[src/rtl/oam_dma.sv]
// OAM DMA initiator: snoops CPU writes to the DMA register and copies LENGTH bytes
// from {src_hi,8'h00} into OAM, one byte per CYCLES_PER_BYTE-clock slot.
module oam_dma #(
  parameter int          LENGTH          = 160,
  parameter logic [15:0] DST_BASE        = 16'hFE00,
  parameter logic [15:0] REG_ADDR        = 16'hFF46,
  parameter int          CYCLES_PER_BYTE = 4
) (
  input  logic        i_clk,
  input  logic        i_rst,
  input  logic        i_reg_wr_en,
  input  logic [15:0] i_reg_wr_addr,
  input  logic [7:0]  i_reg_wr_data,
  output logic [7:0]  o_reg_rd_data,
  output logic        o_dma_active,
  output logic [15:0] o_mem_rd_addr,
  input  logic [7:0]  i_mem_rd_data,
  output logic        o_mem_wr_en,
  output logic [15:0] o_mem_wr_addr,
  output logic [7:0]  o_mem_wr_data
);

  localparam int IW = $clog2(LENGTH + 1);
  localparam int PW = (CYCLES_PER_BYTE > 1) ? $clog2(CYCLES_PER_BYTE) : 1;

  localparam logic [1:0] IDLE  = 2'd0;
  localparam logic [1:0] START = 2'd1;
  localparam logic [1:0] XFER  = 2'd2;
  localparam logic [1:0] DRAIN = 2'd3;

  logic [1:0]    state;
  logic [7:0]    src_hi;
  logic [IW-1:0] idx;
  logic [PW-1:0] phase;

  logic        trigger;
  logic        last_phase;
  logic        last_idx;
  logic        wr_fire;
  logic [15:0] idx16;

  assign trigger    = i_reg_wr_en && (i_reg_wr_addr == REG_ADDR);
  assign last_phase = (phase == PW'(CYCLES_PER_BYTE - 1));
  assign last_idx   = (idx == IW'(LENGTH - 1));
  assign idx16      = 16'(idx);

  // A trigger restarts the copy from any state, including mid-transfer.
  always_ff @(posedge i_clk or posedge i_rst) begin
    if (i_rst) begin
      state  <= IDLE;
      src_hi <= 8'hFF;
      idx    <= '0;
      phase  <= '0;
    end else if (trigger) begin
      state  <= START;
      src_hi <= i_reg_wr_data;
      idx    <= '0;
      phase  <= '0;
    end else begin
      case (state)
        START: state <= XFER;
        XFER: begin
          if (last_phase) begin
            phase <= '0;
            if (last_idx) begin
              idx   <= IW'(LENGTH);
              state <= DRAIN;
            end else begin
              idx <= idx + 1'b1;
            end
          end else begin
            phase <= phase + 1'b1;
          end
        end
        DRAIN:   state <= IDLE;
        default: state <= IDLE;
      endcase
    end
  end

  // Each slot boundary (and DRAIN) writes byte idx-1, whose read data arrives this cycle.
  assign wr_fire = ((state == XFER) && (phase == '0) && (idx != '0)) || (state == DRAIN);

  assign o_reg_rd_data = src_hi;
  assign o_dma_active  = (state != IDLE);
  assign o_mem_rd_addr = (state == XFER) ? ({src_hi, 8'h00} + idx16) : 16'h0000;
  assign o_mem_wr_en   = wr_fire;
  assign o_mem_wr_addr = wr_fire ? (DST_BASE + idx16 - 16'd1) : 16'h0000;
  assign o_mem_wr_data = wr_fire ? i_mem_rd_data : 8'h00;

endmodule

[config.mk]
export PLATFORM = sky130hd
export DESIGN_NAME = oam_dma
export DESIGN_NICKNAME = d
export VERILOG_FILES = /design/src/rtl/oam_dma.sv
export SDC_FILE = /design/constraint.sdc
export NUM_CORES = 1
export LEC_CHECK = 0
export ABC_AREA = 1
export ABC_CLOCK_PERIOD_IN_PS = 2540
export CORE_MARGIN = 10
export CORE_UTILIZATION = 41
export DETAILED_ROUTE_END_ITERATION = 10
export PLACE_DENSITY = 0.89
export SYNTH_ARGS = -nofsm -noshare
export SYNTH_HDL_FRONTEND = slang
export SYNTH_SLANG_ARGS = --single-unit
[constraint.sdc]
create_clock -name i_clk -period 2.54 [get_ports i_clk]
set_input_delay 0.254 -clock i_clk [delete_from_list [all_inputs] [get_ports i_clk]]
set_output_delay 0.254 -clock i_clk [all_outputs]
set_load 0.1 [all_outputs]
==> results of run 1 <==
critical path: cells and delay by family, from the launching register on:
| kind | cells | cell delay (ns) |
|---|---|---|
| compound gates | 1 | 0.22 |
| fa+ha+maj | 1 | 0.24 |
| buf+inv | 3 | 0.57 |
| flops | 1 | 0.45 |
| simple gates | 4 | 0.39 |
stage by stage:
step / setup slack (ns) / instance area (um2)
after floorplan: -0.2058 / 1763
final: 0.1667 / 3007
after detailed placement: 0.4582 / 2952
after CTS: 0.1654 / 3007
after global routing: 0.01501 / 3007
after global placement: 0.5668 / 2952
how the worst max path moves through the flow:
stage | from | end | slack [ns] | depth (start not counted)
2_1_floorplan | idx[0] | o_mem_wr_addr[8] | -0.21 | 8
3_3_place_gp | idx[0] | o_mem_wr_addr[9] | 0.57 | 9
3_5_place_dp | idx[0] | o_mem_wr_addr[9] | 0.46 | 9
4_1_cts | idx[0] | o_mem_wr_addr[9] | 0.17 | 9
5_1_grt | idx[0] | o_mem_wr_addr[9] | 0.02 | 9
6_report | idx[0] | o_mem_wr_addr[9] | 0.17 | 9
cell type report:
type / count / area (um2)
tap: 50 / 62.56
fill: 266 / 1080
inverter: 69 / 259.0
clock buffer: 4 / 55.05
sequential: 20 / 510.5
multi-input combinational: 176 / 868.3
timing repair buffer: 87 / 1251
per-layer routing:
metal / wire length, um / up-vias
li1: - / 974
met2: 2870 / 83
met1: 2115 / 887
met4: 131 / 0
met5: 0 / -
met3: 374 / 10
power by group:
part | total, uW | internal (uW) | switching [uW] | leakage, uW
Combinational | 2910 | 942 | 1970 | 0.00135
Clock | 245 | 138 | 107 | 0.0000288
Sequential | 473 | 380 | 93.2 | 0.000238
Total | 3630 | 1460 | 2170 | 0.00161
layout by cell type (no fill, tap or decap), types with 2 or more instances in the layout:
cell	Yosys	layout
buf_4	7	12
nand2_2	2	2
o21ai_0	13	13
clkdlybuf4s50_1	0	34
nor2_1	44	44
xor2_1	2	2
nand4_1	10	10
buf_12	0	41
dfstp_2	8	8
ha_1	8	8
nand2_1	67	67
nor2_4	3	3
inv_1	68	68
dfrtp_1	12	12
nand3_1	21	21
clkbuf_8	0	4
state kept, by name, summed over array words and instances, names as in the netlist:
register	flops
phase	2
state	2
idx	8
o_reg_rd_data	8
cell families (layout without fill, tap and decap cells):
kind of cell	count (synthesis)	after routing	share of synthesized area (%)
simple gates	149	149	36.48
buf+inv	86	160	21.79
flops	20	20	28.96
compound gates	16	16	5.607
fa+ha+maj	8	8	5.678
xor+xnor	3	3	1.491
==> results.cfg, run 1 <==
[status]
outcome = complete, no violations

[setup_path]
worstPathMaxFanout = 13
crit_path_top_delay_cell = dfrtp_1
reg2reg_from = state[0]
reg2regPathDepth = 8
reg2reg_slack_ns = 0.63
path_class = reg -> out
cpMostUsedCell = nand2_2
max_stage_delay_ns = 0.45
worstReg2RegEnd = idx[6]
crit_required_ns = 2.29
cp-end-kind = output pin
critical_path.cell_chain = inv_1 > ha_1 > nand2_2 > nor2_4 > nand2_2 > a31oi_4 > buf_4 > nor2_1 > buf_12
crit_arrival_ns = 2.12
worstSetupStartpointType = flip-flop

[yosys]
syn-cell-area_um2 = 1763
ys_seq_area_share_pct = 28.96
yosysMostFrequentCell = inv_1
avgSynthCellArea_um2 = 6.252
yosysTopAreaCellShare_pct = 17.03
synthArstFlopShare_pct = 100.0
yosys-top-cells-count = inv_1, nand2_1, nor2_1
synth_cell_types = 25
yosys-top-cells-area = dfrtp_1, inv_1, nand2_1
synth_edf_count = 0
yosysWarnings = 0
synth_ff_type = dfrtp_1
ys_seq_elements = 20
synth_largest_area_cell = dfrtp_1
synth_nets = 325
synth_cells = 282

[floorplan]
die_area_um2 = 7323
rows = 23
ios = 85
chipWidth_um = 85.58
initial_core_util_pct = 43.14
die_h_um = 85.58
coreArea_um2 = 4086

[clock_network]
cts_resized = 0
cts.clk_slew.worst_paths_ns = 0.07
clockRootBuffer = clkbuf_8
htree_levels = 1
cts_made_buffers = 3
insertion_delay_ns = 0.26
cts_setup_buffers = 0
cts_buffer_depth = 2
cts.sinks = 20
holdBufCountCts = 0
cts_tree = built

[global_routing]
grt_pass1_wl_um = 8901
grt_pass1_vias = 1906
antenna_found_initial = 0
met1_usage_pct = 15.20
met2_usage_pct = 26.29
grt_max_degree = 27
grt_overflow = 0
grtUsageMet3_pct = 3.974
track_usage_pct = 14.39
grt-busiest-layer = met2

[place]
dp_cells = 402
io_buffers = 84
gp_congestion = 0.9079
dp_hpwl_um = 4695

[drt]
vias = 1954
drtAntennaViolNets = 0
routed_wl_um = 5493
drt_iter0_drc = 152
vias_per_cell = 4.813
drc = 0
detail_route.wl_per_cell_um = 13.53
first_pass_iters = 4

[finish]
final_nets = 400
drive_above_1_share_pct = 20.22
antenna_cells = 0
utilization_pct = 73.58
areaGrowthSynthToFinish_pct = 70.55
final_cells = 406

[power]
power_uw = 3627
power.leakage_uw = 0.001612
ir_drop_uv = 796.3
p_per_area_nw_per_um2 = 1206

[sta]
clock_skew_ns = 0.002038
rsz0062_at_grt = false
final_max_slew_viol_count = 0
setup-violations-final = 0
holdWs_ns = 0.4229
finalSetupTns_ns = 0
max-slew-margin-rel_pct = 50.81
fmax_ghz = 0.4213
finalHoldViolCount = 0
min_period_ns = 2.373
worst_slew_pin_slew_ns = 0.7370
finalCritPeriodShare_pct = 93.44

[run]
cap_violations = 0

[hold_path]
hold_class = in -> async
Power figures use the tool's default switching activity.
==> run 2, diff against run 1 <==
HOLD_SLACK_MARGIN = 0.1   (was default)
==> results of run 2 <==
No change in the layout: final DEF, timing and power equal those of run 1.
